--- src/rtl/digit_scan_ctrl_if.sv ---
// Bus bundle for digit_scan_ctrl.
// The master (host/testbench) drives the scan enable, the load strobe and the
// display word. The slave (digit_scan_ctrl) returns the decoder select/enable,
// the current digit nibble and the pending flag.
//   en       scan enable; 0 = idle/blank
//   load     one-cycle strobe to capture data_in
//   data_in  four nibbles, [15:12] = position 3 ... [3:0] = position 0
//   sel      position select to decoder A[1:0]
//   sel_en   decoder enable E
//   digit    nibble of the display word at position sel
//   pending  new word captured but not yet committed
interface digit_scan_ctrl_if;
    logic        en;
    logic        load;
    logic [15:0] data_in;
    logic [1:0]  sel;
    logic        sel_en;
    logic [3:0]  digit;
    logic        pending;

    modport master (
        output en, load, data_in,
        input  sel, sel_en, digit, pending
    );

    modport slave (
        input  en, load, data_in,
        output sel, sel_en, digit, pending
    );
endinterface

--- src/rtl/digit_scan_ctrl.sv ---
// Time-multiplexed scan controller for a 4-position one-hot select stage.
// Each position is shown for DIV cycles, followed by one dead-time cycle with
// the decoder disabled. The 16-bit display word is double buffered: loads
// land in a shadow register and are committed only at a frame boundary (the
// dead-time cycle of position 3, or any idle cycle) so a frame never tears.
// Ports:
//   clk  system clock, rising edge
//   rst  synchronous, active-high reset
//   bus  digit_scan_ctrl_if.slave (en, load, data_in -> sel, sel_en, digit, pending)
// Parameters:
//   DIV  dwell per position in clk cycles, >= 1
// Optional build macro LEAD_BLANK_EN: blank leading-zero positions 3..1.
module digit_scan_ctrl #(
    parameter int unsigned DIV = 4
) (
    input  logic              clk,
    input  logic              rst,
    digit_scan_ctrl_if.slave  bus
);

    localparam int unsigned PW = (DIV > 1) ? $clog2(DIV) : 1;

    typedef enum logic [1:0] {StIdle, StShow, StGap} state_e;

    state_e      state_q, state_d;
    logic [1:0]  sel_q, sel_d;
    logic [PW-1:0] presc_q, presc_d;
    logic [15:0] shadow_q, shadow_d;
    logic [15:0] display_q, display_d;
    logic        pending_q, pending_d;
    logic        sel_en_q, sel_en_d;
    logic [3:0]  digit_q, digit_d;
    logic        boundary;
    logic        blank;

    always_ff @(posedge clk) begin
        if (rst) begin
            state_q   <= StIdle;
            sel_q     <= 2'd0;
            presc_q   <= '0;
            shadow_q  <= 16'h0000;
            display_q <= 16'h0000;
            pending_q <= 1'b0;
            sel_en_q  <= 1'b0;
            digit_q   <= 4'h0;
        end else begin
            state_q   <= state_d;
            sel_q     <= sel_d;
            presc_q   <= presc_d;
            shadow_q  <= shadow_d;
            display_q <= display_d;
            pending_q <= pending_d;
            sel_en_q  <= sel_en_d;
            digit_q   <= digit_d;
        end
    end

    always_comb begin
        state_d   = state_q;
        sel_d     = sel_q;
        presc_d   = presc_q;
        shadow_d  = shadow_q;
        display_d = display_q;
        pending_d = pending_q;
        blank     = 1'b0;

        // Double buffer: a load coincident with a boundary bypasses the shadow.
        boundary = (state_q == StIdle) || ((state_q == StGap) && (sel_q == 2'd3));
        if (boundary) begin
            if (bus.load) begin
                display_d = bus.data_in;
            end else if (pending_q) begin
                display_d = shadow_q;
            end
            pending_d = 1'b0;
        end else if (bus.load) begin
            shadow_d  = bus.data_in;
            pending_d = 1'b1;
        end

        if (!bus.en) begin
            state_d = StIdle;
            sel_d   = 2'd0;
            presc_d = '0;
        end else begin
            case (state_q)
                StIdle: begin
                    state_d = StShow;
                    sel_d   = 2'd0;
                    presc_d = '0;
                end
                StShow: begin
                    if (presc_q == PW'(DIV - 1)) begin
                        state_d = StGap;
                        presc_d = '0;
                    end else begin
                        presc_d = presc_q + PW'(1);
                    end
                end
                StGap: begin
                    state_d = StShow;
                    sel_d   = sel_q + 2'd1;
                    presc_d = '0;
                end
                default: begin
                    state_d = StIdle;
                    sel_d   = 2'd0;
                    presc_d = '0;
                end
            endcase
        end

`ifdef LEAD_BLANK_EN
        // Blank position p when nibbles p..3 of the word being shown are all zero.
        case (sel_d)
            2'd3:    blank = (display_d[15:12] == 4'h0);
            2'd2:    blank = (display_d[15:8] == 8'h00);
            2'd1:    blank = (display_d[15:4] == 12'h000);
            default: blank = 1'b0;
        endcase
`else
        blank = 1'b0;
`endif

        // Outputs are registered from next-state values so digit tracks sel.
        sel_en_d = (state_d == StShow) && !blank;
        digit_d  = display_d[{sel_d, 2'b00} +: 4];
    end

    assign bus.sel     = sel_q;
    assign bus.sel_en  = sel_en_q;
    assign bus.digit   = digit_q;
    assign bus.pending = pending_q;

endmodule

--- src/flat_wrapper.sv ---
// flat-port wrapper written by rule: the top's interface ports become plain ports
module digit_scan_ctrl_flat 
#(
    parameter int unsigned DIV = 4
)
  (clk, rst, bus_en, bus_load, bus_data_in, bus_sel, bus_sel_en, bus_digit, bus_pending);
  digit_scan_ctrl_if bus_i ();
  input  logic clk;
  input  logic rst;
  input wire logic [$bits(bus_i.en)-1:0] bus_en;
  input wire logic [$bits(bus_i.load)-1:0] bus_load;
  input wire logic [$bits(bus_i.data_in)-1:0] bus_data_in;
  output wire logic [$bits(bus_i.sel)-1:0] bus_sel;
  output wire logic [$bits(bus_i.sel_en)-1:0] bus_sel_en;
  output wire logic [$bits(bus_i.digit)-1:0] bus_digit;
  output wire logic [$bits(bus_i.pending)-1:0] bus_pending;
  assign bus_i.en = bus_en;
  assign bus_i.load = bus_load;
  assign bus_i.data_in = bus_data_in;
  assign bus_sel = bus_i.sel;
  assign bus_sel_en = bus_i.sel_en;
  assign bus_digit = bus_i.digit;
  assign bus_pending = bus_i.pending;
  digit_scan_ctrl #(.DIV(DIV)) u_core (.clk(clk), .rst(rst), .bus(bus_i));
endmodule
--- config.mk ---
export PLATFORM = sky130hd
export DESIGN_NAME = digit_scan_ctrl_flat
export DESIGN_NICKNAME = d
export VERILOG_FILES = /design/src/rtl/digit_scan_ctrl_if.sv /design/src/rtl/digit_scan_ctrl.sv /design/src/flat_wrapper.sv
export SDC_FILE = /design/constraint.sdc
export NUM_CORES = 1
export LEC_CHECK = 0
export ABC_AREA = 0
export ABC_CLOCK_PERIOD_IN_PS = 2650
export CAP_MARGIN = 30
export CORE_MARGIN = 8
export CORE_UTILIZATION = 30
export CTS_BUF_LIST = sky130_fd_sc_hd__clkbuf_8
export DETAILED_ROUTE_END_ITERATION = 10
export GPL_TIMING_DRIVEN = 0
export PLACE_DENSITY = 0.49
export SKIP_CTS_REPAIR_TIMING = 1
export SYNTH_ARGS = -nofsm -noshare
export SYNTH_HDL_FRONTEND = slang
export SYNTH_SLANG_ARGS = --single-unit
export TNS_END_PERCENT = 5
--- constraint.sdc ---
create_clock -name clk -period 2.65 [get_ports clk]
set_clock_uncertainty 0.15 [all_clocks]
set_input_delay 0.6625 -clock clk [delete_from_list [all_inputs] [get_ports clk]]
set_output_delay 0.6625 -clock clk [all_outputs]
set_load 0.1 [all_outputs]
After elaboration in Yosys (flattened, before gate mapping)
Index checks and enable logic that the tools add are counted.
{"block": "totals", "reg_bits": 44, "in_bits": 20, "wordCells": 34}
{"block": "classes", "addsub": 2, "eq_ne": 5, "shifts": 1, "mux": 8, "n_bitwise": 3, "reduce_logical": 7}
{"op": "$mux 16", "n": 3}
{"op": "$shiftx 16x5->4", "n": 1}
{"op": "$pmux 2 s2", "n": 2}
{"op": "$eq 2x2->1 const B", "n": 3}
{"op": "$mux 2", "n": 3}
{"op": "$add 2x1->2 const B", "n": 2}
{"op": "$eq 2x1->1 const B", "n": 2}
{"op": "$reduce_or 2->1", "n": 2}
{"op": "$reduce_or 4->1", "n": 1}
{"op": "$not 1->1", "n": 3}
{"op": "$logic_not 2->1", "n": 1}
{"op": "$reduce_and 2->1", "n": 1}
{"op": "$logic_and 1x1->1", "n": 1}
{"op": "$logic_or 1x1->1", "n": 1}

Depth between registers and ports, before layout
{"block": "logic_depth", "depth_word": 5, "ltp_mapped": 8, "ltp_nobuf": 7}

Least setup slack after synthesis
OpenSTA, ideal clock, no wires.
{"block": "synth_path", "path_type": "flip-flop to flip-flop", "start": "register u_core.sel_q[1] (netlist: u_core.bus.sel[1])", "end": "register u_core.digit_q[3] (netlist: u_core.bus.digit[3])", "setup_ns": 0.117, "arrival_time_ns": 2.289, "setup_slack_ns": 0.095, "path_stages_with_launch": 8, "path_buffers": 1, "period_less_slack_ns": 2.555, "cell_sequence": "dfxtp_1 > ha_1 > a22oi_2 > or2_1 > buf_2 > and2_1 > o2111ai_1 > and4b_1"}
{"block": "synth_between", "elab_chain_len": 5}
{"element": "start, declared", "line_no": "digit_scan_ctrl.sv:26", "text": "logic [1:0] sel_q, sel_d;"}
{"element": "start signal, assigned", "line_no": "digit_scan_ctrl.sv:48", "text": "sel_q <= sel_d;"}
{"element": "branches (longest 4 deep; another with $add 2x1->2)"}
{"element": "$shiftx 16x5->4 (*)", "line_no": "digit_scan_ctrl.sv:127", "text": "digit_d = display_d[{sel_d, 2'b00} +: 4];"}
{"element": "end signal, assigned", "line_no": "digit_scan_ctrl.sv:54", "text": "digit_q <= digit_d;"}
{"element": "end, declared", "line_no": "digit_scan_ctrl.sv:32", "text": "logic [3:0] digit_q, digit_d;"}
Every way passes the cells marked *.
A chain may end at the register's enable or synchronous reset.

Final worst setup path
{"block": "layout_path", "start": "register u_core.digit_q[2] (netlist: u_core.bus.digit[2])", "end": "output bus_digit[2]"}
{"element": "end, declared", "line_no": "flat_wrapper.sv:15", "text": "output wire logic [$bits(bus_i.digit)-1:0] bus_digit;"}
No word-level cell between the ends.

==> run summary <==
status: finished clean
slowest stage delay, CP: 1.13 ns
Worst EP required: 1.84 ns
Hold/Removal Path Class: flop to flop
drt initial violations: 92
post-detailed-route wirelength per cell: 15.3 um
number of nets with antenna violations after routing: 0
Total Nets Final: 317
gr usage total: 0.123
flops & latches, synth: 44
first-pass GRT wire length: 9630 um
Arr. time, crit path: 1.76 ns
Netlist cell types: 33
Tcrit/Tclk final: 0.969
number of fill cells: 790
RSZ-0062 raised after global routing: false
reg2reg end: u_core.bus.digit[2]
Syn Std Cell Area: 0.00218 mm^2
final WL: 5970 um
port bufs: 26
Reg-to-Reg Start: u_core.state_q[0]
Setup WS post-layout: 0.0809 ns
Finished Cell Area: 0.00265 mm^2
synthesized instance count: 257
Die Y: 101 um
FP Rows: 31
CP endpoint kind: output port
CP Class: flop to output port
core area: 0.00714 mm^2
Die Wd: 101 um
register area share after synthesis: 0.403
Final min period: 2.57 ns
leakage power: 1.03 nW
detailed-route via count: 1886
buffers and inverters on the worst path: 1
Ant. Diodes: 0
top-area cell type share of the netlist area: 0.403
DPL Wire Length: 4460 um
Max Cap Viol: 0
maximum buffer depth of the clock tree: 2
Root Buffer: clkbuf_8
DP Worst Slack: -0.0736 ns
pwr/cell area: 510 mW/mm^2
total power draw: 1.35 mW
CP Cell Sequence: clkdlybuf4s50_1
clk slew on worst S/H paths: 0.08 ns
number of global-route vias before repair: 1847
gr ovfl total: 0
clock sink count: 44
Avg Inst Size Synth: 8.50 um^2
drc violations: 0
post-synth top area cell: dfxtp_1
H-tree lvl count: 2
gp weighted congestion: 0.783
crit path from: u_core.bus.digit[2]
Syn. warnings: 0
full die area: 0.0103 mm^2
CTS buffer count: 5
clk_lat worst skew: 0.30 ns
Max Clk Rate: 389 MHz
area delta synth->final: 21.5%
Placed Area: 0.00257 mm^2
largest net degree at the start of global routing: 13
layout cells sized above 1: 0.0759
Initial Utilization: 0.306
family with the most delay on the worst path: buffers and inverters
register area: 881 um^2
setup violators final: 0
Vias per Instance: 4.85
Reg2Reg Depth: 8
worst-margin pin slew: 0.971 ns
DR pass1 iterations: 6
CTS tree: built
synth top area cells: dfxtp_1, mux2i_1, nand2_1, a211oi_1, a21oi_1
syn_nets: 284
r2r setup slk: 0.37 ns
CP Capture Point: bus_digit[2]
io pins: 28
worst-path fanout max: 1
WP depth: 1
crit start category: flop
Max Slew Vio Count: 0
multi-input logic area: 0.00119 mm^2
initial antenna violation count: 0
Hold Vio Cnt, Final: 0
Worst VDD drop: 221 uV
slew margin rel.: 0.351
CP max-delay cell: clkdlybuf4s50_1
==> metrics by stage <==
step / instances / util / hold WS, ns / TNS, ns
after floorplan: 257 / - / 0.257 / 0
after global placement: 382 / 0.360 / 0.275 / -0.302
after detailed placement: 382 / 0.360 / 0.274 / -0.150
after CTS: 389 / 0.371 / 0.286 / 0
after global routing: 389 / 0.372 / 0.327 / 0
final: 389 / 0.372 / 0.281 / 0
==> state kept, by name, summed over array words and instances (netlist names) <==
name / flops
u_core.bus.sel_en: 1
u_core.bus.sel: 2
u_core.bus.digit: 4
u_core.shadow_q: 16
u_core.bus.pending: 1
u_core.display_q: 16
u_core.presc_q: 2
u_core.state_q: 2
==> how the worst min path moves through the flow <==
stage	start	end	slack (ns)	cells past startpoint
final	u_core.presc_q[0]	u_core.presc_q[0]	0.28	1
after global routing	u_core.shadow_q[10]	u_core.shadow_q[10]	0.33	2
after CTS	u_core.presc_q[0]	u_core.presc_q[0]	0.29	1
after detailed placement	u_core.presc_q[0]	u_core.presc_q[0]	0.27	1
after floorplan	u_core.presc_q[0]	u_core.presc_q[0]	0.26	1
after global placement	u_core.presc_q[0]	u_core.presc_q[0]	0.27	1
==> power by group <==
group	switching, mW	leakage [nW]	internal (mW)
sequential	0.0173	0.360	0.696
clock	0.228	0.0452	0.176
combinational	0.149	0.627	0.0881
==> synth_stat cells <==
library cell,number
nand3_1,8
a21o_1,1
nand3b_1,1
nor4b_1,1
nor2_1,27
inv_2,1
a2111oi_2,1
mux2i_1,21
and4b_1,4
nor3b_4,1
clkbuf_1,9
and2_1,2
nor3_4,1
o21a_1,1
a22oi_1,4
a211oi_1,19
a211oi_2,1
nand2_1,47
a21oi_1,21
o22ai_1,4
inv_1,2
nand2b_1,5
dfxtp_1,44
buf_4,2
o21ai_0,5
nor3_1,2
buf_6,2
a22oi_2,1
or2_1,1
o2111ai_1,4
buf_2,6
nor4_1,1
ha_1,7
==> metal layers <==
metal | track usage | wire [um] | vias to the layer above | part of all wire
li1 | - | - | 973 | -
met1 | 0.158 | 2920 | 876 | 0.49
met2 | 0.199 | 2750 | 32 | 0.46
met3 | 0.0357 | 246 | 5 | 0.041
met4 | 0.0275 | 54 | 0 | 0.0090
met5 | 0 | 0 | - | 0
==> cell usage in the layout, fill, tap and decap left out, types with 2 or more instances in the layout <==
cell | Yosys | layout
and2_1 | 2 | 2
o21ai_0 | 5 | 5
mux2i_1 | 21 | 21
clkdlybuf4s50_1 | 0 | 23
and4b_1 | 4 | 4
dlymetal6s2s_1 | 0 | 3
ha_1 | 7 | 7
nand2b_1 | 5 | 5
o2111ai_1 | 4 | 4
clkbuf_1 | 9 | 9
a21oi_1 | 21 | 21
buf_6 | 2 | 2
inv_1 | 2 | 3
dfxtp_1 | 44 | 44
nor3_1 | 2 | 2
a211oi_1 | 19 | 19
nand3_1 | 8 | 8
o22ai_1 | 4 | 4
nor2_1 | 27 | 27
buf_4 | 2 | 2
a22oi_1 | 4 | 4
nand2_1 | 47 | 47
buf_2 | 6 | 6
clkbuf_8 | 0 | 5
==> logic make-up (layout without fill, tap and decap cells) <==
family / after synthesis / after routing / synth area share
AOI/OAI and AO/OA: 62 / 62 / 0.191
muxes: 21 / 21 / 0.0962
adders and majority gates: 7 / 7 / 0.0401
and+or+nand+nor: 101 / 101 / 0.218
buffers and inverters: 22 / 55 / 0.0515
DFF: 44 / 44 / 0.403
==> area by class of cell <==
type                    count  share of cell area
repair buffers             26               0.101
flip-flops and latches     44               0.332
clock inverters             2             0.00330
plain buffers              19              0.0382
well taps                  99              0.0467
multi-input cells         191               0.449
inverters                   3             0.00424
clock buffers               5              0.0259
Power figures use the tool's default switching activity.
